**src/rtl/omnicores_arbitration_pkg.sv**
```systemverilog
// Shared types and helpers for the round-robin arbitration blocks.
package omnicores_arbitration_pkg;

  typedef enum logic {IDLE, GRANTED} arbiter_state_t;

  // Widest request vector the priority search handles; narrower vectors are zero-extended.
  localparam int MAX_REQUESTERS = 64;

  // Index of the lowest set bit, 0 when the vector is empty.
  function automatic int first_one_index(input logic [MAX_REQUESTERS-1:0] vector);
    first_one_index = 0;
    for (int i = MAX_REQUESTERS - 1; i >= 0; i--) begin
      if (vector[i]) first_one_index = i;
    end
  endfunction

endpackage

```
**src/rtl/rotate_right_dynamic.sv**
```systemverilog
// Rotates a vector right by a runtime amount; amount must be below WIDTH.
module rotate_right_dynamic #(
  parameter int WIDTH = 4
) (
  input  logic [WIDTH-1:0]         data,
  input  logic [$clog2(WIDTH)-1:0] amount,
  output logic [WIDTH-1:0]         rotated
);

  // Shifting the doubled vector keeps the wrap modulo WIDTH, not modulo a power of two.
  assign rotated = WIDTH'({data, data} >> amount);

endmodule

```
**src/rtl/round_robin_arbiter.sv**
```systemverilog
// Registered round-robin arbiter: one grant at a time to a shared resource, valid/ready accept.
//
// state   | meaning
// IDLE    | no grant presented; next request vector is arbitrated from pointer
// GRANTED | grant held until accept or withdrawal of the granted request
module round_robin_arbiter
  import omnicores_arbitration_pkg::*;
#(
  parameter int REQUESTERS = 4
) (
  input  logic                          clock,
  input  logic                          resetn,
  input  logic [REQUESTERS-1:0]         requests,
  output logic [REQUESTERS-1:0]         grant,
  output logic                          grant_valid,
  output logic [$clog2(REQUESTERS)-1:0] grant_index,
  input  logic                          resource_ready
);

  localparam int INDEX_WIDTH = $clog2(REQUESTERS);
  localparam logic [INDEX_WIDTH-1:0] LAST_INDEX = INDEX_WIDTH'(REQUESTERS - 1);

  arbiter_state_t state;

  logic                   accept;
  logic [INDEX_WIDTH-1:0] pointer;
  logic [INDEX_WIDTH-1:0] next_pointer;
  logic [INDEX_WIDTH-1:0] search_pointer;
  logic [INDEX_WIDTH-1:0] unrotate_amount;
  logic [INDEX_WIDTH-1:0] winner_index;
  logic [REQUESTERS-1:0]  masked_requests;
  logic [REQUESTERS-1:0]  search_requests;
  logic [REQUESTERS-1:0]  rotated_requests;
  logic [REQUESTERS-1:0]  rotated_winner;
  logic [REQUESTERS-1:0]  winner;

  assign accept          = grant_valid & resource_ready;
  assign next_pointer    = (grant_index == LAST_INDEX) ? '0 : grant_index + 1'b1;
  assign masked_requests = requests & ~grant;

  // On accept the next winner is searched from the advanced pointer so grants run back-to-back.
  assign search_pointer  = accept ? next_pointer : pointer;
  assign search_requests = accept ? masked_requests : requests;

  // Left rotation back by search_pointer, expressed as a right rotation modulo REQUESTERS.
  assign unrotate_amount = (search_pointer == '0) ? '0
                         : INDEX_WIDTH'(REQUESTERS) - search_pointer;

  rotate_right_dynamic #(.WIDTH(REQUESTERS)) u_rotate_requests (
    .data    (search_requests),
    .amount  (search_pointer),
    .rotated (rotated_requests)
  );

  always_comb begin
    rotated_winner = '0;
    if (|rotated_requests) begin
      rotated_winner = REQUESTERS'(1) << first_one_index(MAX_REQUESTERS'(rotated_requests));
    end
  end

  rotate_right_dynamic #(.WIDTH(REQUESTERS)) u_rotate_back (
    .data    (rotated_winner),
    .amount  (unrotate_amount),
    .rotated (winner)
  );

  assign winner_index = INDEX_WIDTH'(first_one_index(MAX_REQUESTERS'(winner)));

  always_ff @(posedge clock) begin
    if (!resetn) begin
      state       <= IDLE;
      pointer     <= '0;
      grant       <= '0;
      grant_valid <= 1'b0;
      grant_index <= '0;
    end else begin
      case (state)
        IDLE: begin
          if (|requests) begin
            grant       <= winner;
            grant_valid <= 1'b1;
            grant_index <= winner_index;
            state       <= GRANTED;
          end
        end
        GRANTED: begin
          if (accept) begin
            pointer <= next_pointer;
            if (|masked_requests) begin
              grant       <= winner;
              grant_valid <= 1'b1;
              grant_index <= winner_index;
            end else begin
              grant       <= '0;
              grant_valid <= 1'b0;
              grant_index <= '0;
              state       <= IDLE;
            end
          end else if ((requests & grant) == '0) begin
            // Withdrawn before accept: drop the grant, keep the pointer.
            grant       <= '0;
            grant_valid <= 1'b0;
            grant_index <= '0;
            state       <= IDLE;
          end
        end
        default: state <= IDLE;
      endcase
    end
  end

endmodule
```
**config.mk**
```make
export PLATFORM = sky130hd
export DESIGN_NAME = round_robin_arbiter
export DESIGN_NICKNAME = d
export VERILOG_FILES = /design/src/rtl/omnicores_arbitration_pkg.sv /design/src/rtl/rotate_right_dynamic.sv /design/src/rtl/round_robin_arbiter.sv
export SDC_FILE = /design/constraint.sdc
export NUM_CORES = 1
export LEC_CHECK = 0
export CAP_MARGIN = 20
export CORE_MARGIN = 4
export CORE_UTILIZATION = 51
export DETAILED_ROUTE_END_ITERATION = 7
export PLACE_DENSITY_LB_ADDON = 0.25
export SYNTH_ARGS = -nofsm -noshare
export SYNTH_HDL_FRONTEND = slang
export SYNTH_HIERARCHICAL = 1
export SYNTH_SLANG_ARGS = --single-unit
```
**constraint.sdc**
```tcl
create_clock -name clock -period 3.7 [get_ports clock]
set_input_delay 0.37 -clock clock [delete_from_list [all_inputs] [get_ports clock]]
set_output_delay 0.37 -clock clock [all_outputs]
set_load 0.05 [all_outputs]
```
==> Word level (Yosys, flattened, before mapping) <==
Cells that the tools add are included.
{ "word_totals": {"ff_bits": 10, "input_bits": 7, "out_inout_bits": 7, "word_cells": 57} }
{ "op_classes": {"addsub": 2, "eq_ne": 3, "shift": 3, "mux": 33, "bitwise_logic": 5, "n_reduce_logical": 6} }
{ "op_table": {"columns": ["op", "count"], "rows": [
  ["$mux 32", 4],
  ["$shl 1x32->4 const A", 1],
  ["$mux 2", 12],
  ["$mux 4", 6],
  ["$shr 8x2->4", 2],
  ["$reduce_or 4->1", 3],
  ["$and 4x4->4", 2],
  ["$pmux 4 s2", 1],
  ["$mux 1", 7],
  ["$logic_not 4->1", 1],
  ["$not 4->4", 1],
  ["$pmux 1 s2", 2],
  ["$pmux 2 s2", 1],
  ["$ne 3x1->1 const B", 1],
  ["$add 2x1->2 const B", 1],
  ["$eq 2x2->1 const B", 1],
  ["$logic_not 2->1", 1],
  ["$ne 2x2->1 const B", 1],
  ["$reduce_and 2->1", 1],
  ["$sub 1x2->2 const A", 1],
  ["$and 1x1->1", 1],
  ["$not 1->1", 1]
]} }

==> Depth between registers and ports, before layout <==
Gate-level depths: netlist of the first run.
{ "logic_depth": {"word_depth": 19, "ltp_mapped": 11, "ltp_nobuf": 11} }

==> Modules after synthesis <==
Netlist of the first run, hierarchy kept.
{ "modules_own_cells": {"columns": ["mod", "instances", "cells_each", "area_per_inst_um2", "seq_area_each_um2"], "rows": [
  ["round_robin_arbiter", 1, 66, 620.6, 200.2],
  ["rotate_right_dynamic", 2, 4, 105.1, 0.0]
]} }

==> Worst setup path after synthesis of the first run <==
OpenSTA, ideal clock, no wires.
{ "synth_timing": {"path_type": "flip-flop to flip-flop", "startpoint": "reg grant_valid", "endpoint": "reg grant_index[1]", "setup_ns": 0.101, "t_arrival_ns": 3.184, "required_time_ns": 3.599, "path_slack_ns": 0.415, "stages_incl_launch_ff": 11, "path_buffers": 0, "synth_period_minus_slack_ns": 3.285, "cell_sequence": "dfxtp_1 > nand2_1 > nor3_1 > a21oi_1 > inv_1 > mux4_1 > nor4b_1 > mux4_1 > nor2_1 > or3_1 > o41ai_1"} }
{ "synth_via": {"elab_cells_between_ends": 26, "cone_classes": "add/sub: 1; eq/ne: 1; shift: 3; mux: 17; bitwise: 1; reduce/logical: 3"} }
{ "synth_lines": {"columns": ["item", "line", "text"], "rows": [
  ["start, declared", "round_robin_arbiter.sv:15", "output logic grant_valid,"],
  ["start signal, assigned", "round_robin_arbiter.sv:75", "grant_valid <= 1'b0;"],
  ["start signal, assigned", "round_robin_arbiter.sv:82", "grant_valid <= 1'b1;"],
  ["start signal, assigned", "round_robin_arbiter.sv:92", "grant_valid <= 1'b1;"],
  ["$and 1x1->1 *", "round_robin_arbiter.sv:37", "assign accept = grant_valid & resource_ready;"],
  ["$mux 2 *", null, null],
  ["via search_pointer[0]", "round_robin_arbiter.sv:28", "logic [INDEX_WIDTH-1:0] search_pointer;"],
  ["$shr 8x2->4 *", "rotate_right_dynamic.sv:11", "assign rotated = WIDTH'({data, data} >> amount);"],
  ["via rotated_requests[0]", "round_robin_arbiter.sv:33", "logic [REQUESTERS-1:0] rotated_requests;"],
  ["$mux 32", "omnicores_arbitration_pkg.sv:13", "if (vector[i]) first_one_index = i;"],
  ["$mux 32", "round_robin_arbiter.sv:57", "if (|rotated_requests) begin"],
  ["$shl 1x32->4", "round_robin_arbiter.sv:58", "rotated_winner = REQUESTERS'(1) << first_one_index(MAX_REQUESTERS'(rotated_requests));"],
  ["$mux 4 *", "round_robin_arbiter.sv:57", null],
  ["via rotated_winner[3]", "round_robin_arbiter.sv:34", "logic [REQUESTERS-1:0] rotated_winner;"],
  ["$shr 8x2->4 *", "rotate_right_dynamic.sv:11", null],
  ["via winner[2]", "round_robin_arbiter.sv:35", "logic [REQUESTERS-1:0] winner;"],
  ["$mux 2 * (3 in series)", "omnicores_arbitration_pkg.sv:13", null],
  ["$mux 2", "round_robin_arbiter.sv:90", "if (|masked_requests) begin"],
  ["$mux 2", "round_robin_arbiter.sv:88", "if (accept) begin"],
  ["$pmux 2 s2 *", "round_robin_arbiter.sv:78", "case (state)"],
  ["end signal, assigned", "round_robin_arbiter.sv:83", "grant_index <= winner_index;"],
  ["end signal, assigned", "round_robin_arbiter.sv:93", "grant_index <= winner_index;"],
  ["end, declared", "round_robin_arbiter.sv:16", "output logic [$clog2(REQUESTERS)-1:0] grant_index,"]
]} }
The timed path passes the listed nets; every way through them passes the cells marked *. The select of a mux whose other input is x is not followed.
A chain may end at the register's enable or synchronous reset.

==> Final worst setup path of the first run <==
{ "layout_timing": {"startpoint": "in resource_ready", "endpoint": "reg grant_index[1]"} }
{ "layout_via": {"elab_cells_between_ends": 26, "cone_classes": "add/sub: 1; eq/ne: 1; shift: 3; mux: 17; bitwise: 1; reduce/logical: 3"} }
{ "layout_lines": {"columns": ["item", "line", "text"], "rows": [
  ["start, declared", "round_robin_arbiter.sv:17", "input logic resource_ready"],
  ["$and 1x1->1 *", "round_robin_arbiter.sv:37", null],
  ["$mux 2 *", null, null],
  ["via search_pointer[0]", "round_robin_arbiter.sv:28", null],
  ["$shr 8x2->4 *", "rotate_right_dynamic.sv:11", null],
  ["via rotated_requests[0]", "round_robin_arbiter.sv:33", null],
  ["$mux 32", "omnicores_arbitration_pkg.sv:13", null],
  ["$mux 32", "round_robin_arbiter.sv:57", null],
  ["$shl 1x32->4", "round_robin_arbiter.sv:58", null],
  ["$mux 4 *", "round_robin_arbiter.sv:57", null],
  ["via rotated_winner[3]", "round_robin_arbiter.sv:34", null],
  ["$shr 8x2->4 *", "rotate_right_dynamic.sv:11", null],
  ["via winner[2]", "round_robin_arbiter.sv:35", null],
  ["$mux 2 * (3 in series)", "omnicores_arbitration_pkg.sv:13", null],
  ["$mux 2", "round_robin_arbiter.sv:90", null],
  ["$mux 2", "round_robin_arbiter.sv:88", null],
  ["$pmux 2 s2 *", "round_robin_arbiter.sv:78", null]
]} }
Marks and branches as above.

==> out/metrics.cfg, run 1 <==
[outcome]
status = complete, no violations

[timing]
tns_ns = 0
skew_ns = 0.00375
period_minus_slack_ns = 3.29
drv_slew = 0
fin_crit_sh_pct = 88.9
fin_ws_ns = 0.412
relSlewSlack_pct = 64.0
timing.fmax_ghz = 0.304
rsz0062_at_grt = false
final-hold-violation-count = 0
finalSetupViolCount = 0
tightestPinTransition_ns = 0.533

[pwr]
p_switching_uw = 304
seqPwrFrac_pct = 25.3
netSwitchingFraction_pct = 44.0
ir_drop_v = 0.000311
combPwrFrac_pct = 60.6
p_int_uw = 387
power.leakage_nw = 0.413
fin_total_pwr_uw = 691
powerDensity_nw_per_um2 = 674
clkPwrFrac_pct = 14.1

[logic_synthesis]
synth_nets = 82
synth_edf_count = 0
synth_seq_cells = 10
syn_area_um2 = 831
ys_async_sr_fraction_pct = 0
yosys_warnings = 6
ys_types = 35
syn_area_per_cell_um2 = 11.2
yosysSeqAreaShare_pct = 24.1
synth_ff_type = dfxtp_1
synthCells = 74

[global_routing]
grt_max_degree = 11
antenna_found_initial = 0
grt_pass1_vias = 678
track_usage_pct = 15.4
overflow = 0
grt_pass1_wl_um = 2950

[setup_path]
crit_fanout = 5
cp_num_cells = 11
reg2reg_depth = 9
cp_data_arrival_time_ns = 3.45
cp_slowest_cell = mux4_1
cp_top_family = simple AND/OR/NAND/NOR gates
crit_path_end_kind = flop
crit_path_cell_trace = clkdlybuf4s50_1, nand2_1, nor3_1, a21oi_1, inv_1, mux4_1, nor4b_1, mux4_1, nor2_1, or3_1, o41ai_1
crit_buf_inv = 2
criticalPathCategory = input port to flop
worstSetupStartpointType = input port
crit_required_ns = 3.86
crit_top_cell = mux4_1
critPathMaxStageDelay_ns = 0.58

[min_path]
min_path_cells = 2
hold_path.class = flop to flop

[clock_tree]
tritoncts = built
h-tree-depth = 1
root_buffer = clkbuf_4
cts_sinks = 10
cts_hold_buf = 0
cts_made_buffers = 3
cts_setup_buffers = 0
clk_pin_slew_worst_paths_ns = 0.07
clk_latency_ns = 0.26
cts_buffer_depth = 2
cts_resized = 0

[floorplanning]
die_h_um = 48.4
die_x_um = 48.4
die_area_um2 = 2340
rows = 14
start_util_pct = 54.5
io_pins = 14
core_um2 = 1520

[drt]
drtIter0Drc = 18
routedWlPerCell_um = 15.9
detail_route.vias_per_cell = 6.61
drt_wl_total_um = 1710
dr.pass1.iters = 4
num_vias = 707
postRouteAntennaNets = 0
drc = 0

[finish]
finish.net_count = 100
drive_above_1_share_pct = 15.4
utilization_pct = 67.3
final_cells = 107
antennaDiodeCount = 0
syn2layout_area_growth_pct = 23.5
fillers = 120

[flow_run]
cap_violations = 0

[place]
numPortBuffers = 13
hpwlAfterDp_um = 1380
dp_cells = 103
dp_worst_setup_slack_ns = 0.145
place.gp.congestion = 0.766

[worst register-to-register path: stages (launching register included)]
cell and delay [ns]:
dfxtp_1 0.34, ha_1 0.30, mux2i_1 0.09, inv_1 0.18, mux4_1 0.61, nor4b_1 0.54, mux4_1 0.39, nor2_1 0.06
or3_1 0.31, o41ai_1 0.24
[worst paths after layout]
path                                     start              to  slack (ns)
worst max-delay path            resource_ready  grant_index[1]        0.41
worst min-delay path                pointer[1]      pointer[1]        0.49
worst max register to register  grant_index[0]  grant_index[1]        0.55
worst min register to register      pointer[1]      pointer[1]        0.49
[cells in the mapped netlist (2+ instances only)]
library cell	count	area [um^2]
nor2_1	6	22.5
inv_1	4	15.0
nor2b_1	3	18.8
a21boi_0	4	30.0
mux4_1	8	210
a211oi_1	2	15.0
buf_2	2	10.0
dfxtp_1	10	200
a21oi_1	3	15.0
a22o_1	7	61.3
[layout make-up]
class,count,area (um^2),area share (%)
inverter,4,15.0,1.46
tap,16,20.0,1.95
sequential,10,200,19.5
clock buffer,4,36.3,3.54
timing repair buffer,16,153,14.9
multi-input combinational,57,602,58.7
[power groups by stage]
| stage | logic, mW | registers, mW | clock network [mW] |
|---|---|---|---|
| 6_report | 0.419 | 0.175 | 0.0976 |
| 5_1_grt | 0.449 | 0.181 | 0.104 |
| 4_1_cts | 0.417 | 0.174 | 0.101 |
| 3_5_place_dp | 0.414 | 0.177 | 0 |
| 3_3_place_gp | 0.407 | 0.176 | 0 |
| 2_1_floorplan | 0.242 | 0.241 | 0 |
[cell usage in the layout, fill, tap and decap left out, types with 2 or more instances in the layout]
| cell | instances |
|---|---|
| dfxtp_1 | 10 |
| mux4_1 | 8 |
| clkdlybuf4s50_1 | 13 |
| a22o_1 | 7 |
| a21boi_0 | 4 |
| a211oi_1 | 2 |
| nor2_1 | 6 |
| clkbuf_4 | 3 |
| nor2b_1 | 3 |
| buf_4 | 3 |
| inv_1 | 4 |
| a21oi_1 | 3 |
[metal layers]
metal  vias up  share of wire [%]  track usage [%]
met5         -                  0                0
met4         0               0.76             5.99
met3         2                6.1             4.29
met2        28                 47             23.9
met1       342                 47             20.1
li1        335                  -                -
[sequential cells by signal (all words and copies together) (netlist names)]
register     flops
grant            4
grant_index      2
pointer          2
grant_valid      1
state            1
[cells by family after synthesis]
| group | count (synthesis) | synth area share [%] |
|---|---|---|
| compound gates | 26 | 28.8 |
| xor+xnor | 1 | 1.05 |
| fa+ha+maj | 1 | 1.51 |
| buf+inv | 7 | 3.46 |
| flops | 10 | 24.1 |
| mux | 9 | 26.5 |
| simple gates | 20 | 14.6 |
[metrics by stage]
step | hold WS (ns) | cell area [um^2]
after floorplan | 0.461 | 831
after global routing | 0.528 | 1030
after CTS | 0.487 | 1030
final | 0.491 | 1030
after detailed placement | 0.480 | 990
after global placement | 0.471 | 990
(Power assumes the default switching activity.)
==> run 2: changes to the inputs <==
Settings changed: ABC_CLOCK_PERIOD_IN_PS from default to 3700, CTS_CLUSTER_DIAMETER from default to 150, RECOVER_POWER from default to 25.
==> run 2 against run 1 <==
Net effect:
- first-iteration DRC count shrank 5.6%
- highest routed layer unchanged
- worst hold slack got worse by 0.0031 ns
- power down 0.29%
- global-route usage did not move
- utilization fell by 0.33 points
- cell area is 0.49% lower
- clock skew is essentially flat
- count of clock-buffer cells in the layout unchanged
- critical path depth shrank 1
- setup slack worse by 0.023 ns
==> out/metrics.cfg, run 2 (synthesis gave the netlist of run 1 again) <==
[finish]
largest_reg_flops = 4  ; unchanged
fillers = 123  ; was 120
final_cell_mix = clkdlybuf4s50_1, dfxtp_1, mux4_1  ; unchanged
finish.net_count = 100  ; unchanged
antennaDiodeCount = 0  ; unchanged
top_register = grant  ; unchanged
final_common_cell = clkdlybuf4s50_1  ; unchanged
syn2layout_area_growth_pct = 22.9  ; was 23.5%
drive_above_1_share_pct = 13.2  ; was 15.4%
reg_top3 = grant x4, grant_index x2, pointer x2  ; unchanged

[global_routing]
antenna_found_initial = 0  ; unchanged
grt_pass1_wl_um = 2950  ; unchanged
overflow = 0  ; unchanged
track_usage_pct = 15.4  ; unchanged
grt_max_degree = 11  ; unchanged
grt_pass1_vias = 678  ; unchanged

[setup_path]
crit_path_end_kind = flop  ; unchanged
reg2reg_depth = 9  ; unchanged
crit_required_ns = 3.86  ; about the same
worstReg2RegEnd = grant_index[1]  ; unchanged
reg2reg_setup_slack_ns = 0.55  ; about the same
criticalPathCategory = input port to flop  ; unchanged
worstSetupStartpointType = input port  ; unchanged
crit_fanout = 5  ; unchanged
cp_data_arrival_time_ns = 3.47  ; was 3.45 ns
rr_startpoint = grant_index[0]  ; unchanged

[floorplanning]
die_area_um2 = 2340  ; unchanged
core_um2 = 1520  ; unchanged
start_util_pct = 54.5  ; unchanged
die_h_um = 48.4  ; unchanged
die_x_um = 48.4  ; unchanged
rows = 14  ; unchanged
io_pins = 14  ; unchanged

[clock_tree]
cts_hold_buf = 0  ; unchanged
cts_resized = 0  ; unchanged
cts_made_buffers = 3  ; unchanged
cts_sinks = 10  ; unchanged
clk_latency_ns = 0.26  ; about the same
cts_buffer_depth = 2  ; unchanged
tritoncts = built  ; unchanged
h-tree-depth = 1  ; unchanged
cts_setup_buffers = 0  ; unchanged
root_buffer = clkbuf_4  ; unchanged
clk_pin_slew_worst_paths_ns = 0.07  ; about the same

[drt]
drt_wl_total_um = 1700  ; was 1710 um
detail_route.vias_per_cell = 6.56  ; was 6.61
num_vias = 702  ; was 707
drtIter0Drc = 17  ; was 18
postRouteAntennaNets = 0  ; unchanged
routedWlPerCell_um = 15.9  ; about the same
dr.pass1.iters = 4  ; unchanged
drc = 0  ; unchanged

[timing]
fin_crit_sh_pct = 89.5  ; was 88.9%
final-hold-violation-count = 0  ; unchanged
tns_ns = 0  ; unchanged
relSlewSlack_pct = 64.0  ; about the same
drv_slew = 0  ; unchanged
skew_ns = 0.00373  ; was 0.00375 ns
tightestPinTransition_ns = 0.532  ; was 0.533 ns
hold_ws_ns = 0.487  ; was 0.491 ns
period_minus_slack_ns = 3.31  ; was 3.29 ns
timing.fmax_ghz = 0.302  ; was 0.304 GHz
rsz0062_at_grt = false  ; unchanged
finalSetupViolCount = 0  ; unchanged

[min_path]
min_from = pointer[1]  ; unchanged
hold_path.class = flop to flop  ; unchanged
min_path_cells = 2  ; unchanged
hold_path_end = pointer[1]  ; unchanged

[place]
place.gp.congestion = 0.766  ; unchanged
numPortBuffers = 13  ; unchanged
hpwlAfterDp_um = 1380  ; unchanged

[flow_run]
cap_violations = 0  ; unchanged

[outcome]
status = complete, no violations  ; unchanged

[pwr]
power.leakage_nw = 0.410  ; was 0.413 nW
powerDensity_nw_per_um2 = 675  ; was 674 nW/um^2
ir_drop_v = 0.000310  ; was 0.000311 V

[run 2: cell types whose count changed in the layout (fill, tap and decap cells not counted)]
cell,previous run,this run
and2_0,0,1
and2_1,1,0
o21a_1,0,1
o21a_2,1,0
or4_1,1,2
or4_4,1,0
[run 2: how the worst max path moves through the flow]
stage / start / endpoint / slack, ns / depth (start not counted)
6_report: resource_ready / grant_index[1] / 0.39 / 10
5_1_grt: resource_ready / grant_index[1] / 0.11 / 12
4_1_cts: resource_ready / grant_index[1] / 0.41 / 10
3_5_place_dp: resource_ready / grant_index[1] / 0.15 / 11
3_3_place_gp: resource_ready / grant_index[1] / 0.25 / 11
2_1_floorplan: grant_valid / grant_index[1] / 0.41 / 10
[run 2: report_power, final]
part	leakage (nW)	internal, mW	total, mW	switching [mW]
clock	0.0210	0.0597	0.0978	0.0382
combinational	0.307	0.190	0.417	0.227
sequential	0.0822	0.137	0.174	0.0371
[run 2: routing by layer]
| metal | GRT usage (%) | routed length, um | up-vias |
|---|---|---|---|
| li1 | - | - | 335 |
| met1 | 20.1 | 811 | 346 |
| met2 | 23.9 | 790 | 19 |
| met3 | 4.29 | 81 | 2 |
| met4 | 5.99 | 13 | 0 |
| met5 | 0 | 0 | - |
[run 2: metrics by stage]
stage	cell area, um^2	setup slack [ns]	total power [mW]	std cells	utilization [%]
2_1_floorplan	831	0.415	0.483	74	-
3_3_place_gp	990	0.253	0.582	103	64.9
3_5_place_dp	990	0.145	0.590	103	64.9
4_1_cts	1030	0.413	0.692	107	67.3
5_1_grt	1020	0.107	0.734	107	67.0
6_report	1020	0.389	0.689	107	67.0
[run 2: final cells by class]
type | instances | area (um^2) | area share, %
multi-input combinational | 57 | 597 | 58.5
sequential | 10 | 200 | 19.6
timing repair buffer | 16 | 153 | 15.0
clock buffer | 4 | 36.3 | 3.55
tap | 16 | 20.0 | 1.96
inverter | 4 | 15.0 | 1.47
[run 2: critical path, cell delays in order]
cell,delay [ns]
clkdlybuf4s50_1,0.47
and2_0,0.17
mux2i_1,0.27
inv_1,0.16
mux4_1,0.51
nor4b_1,0.54
mux4_1,0.39
nor2_1,0.06
or3_1,0.31
o41ai_1,0.23
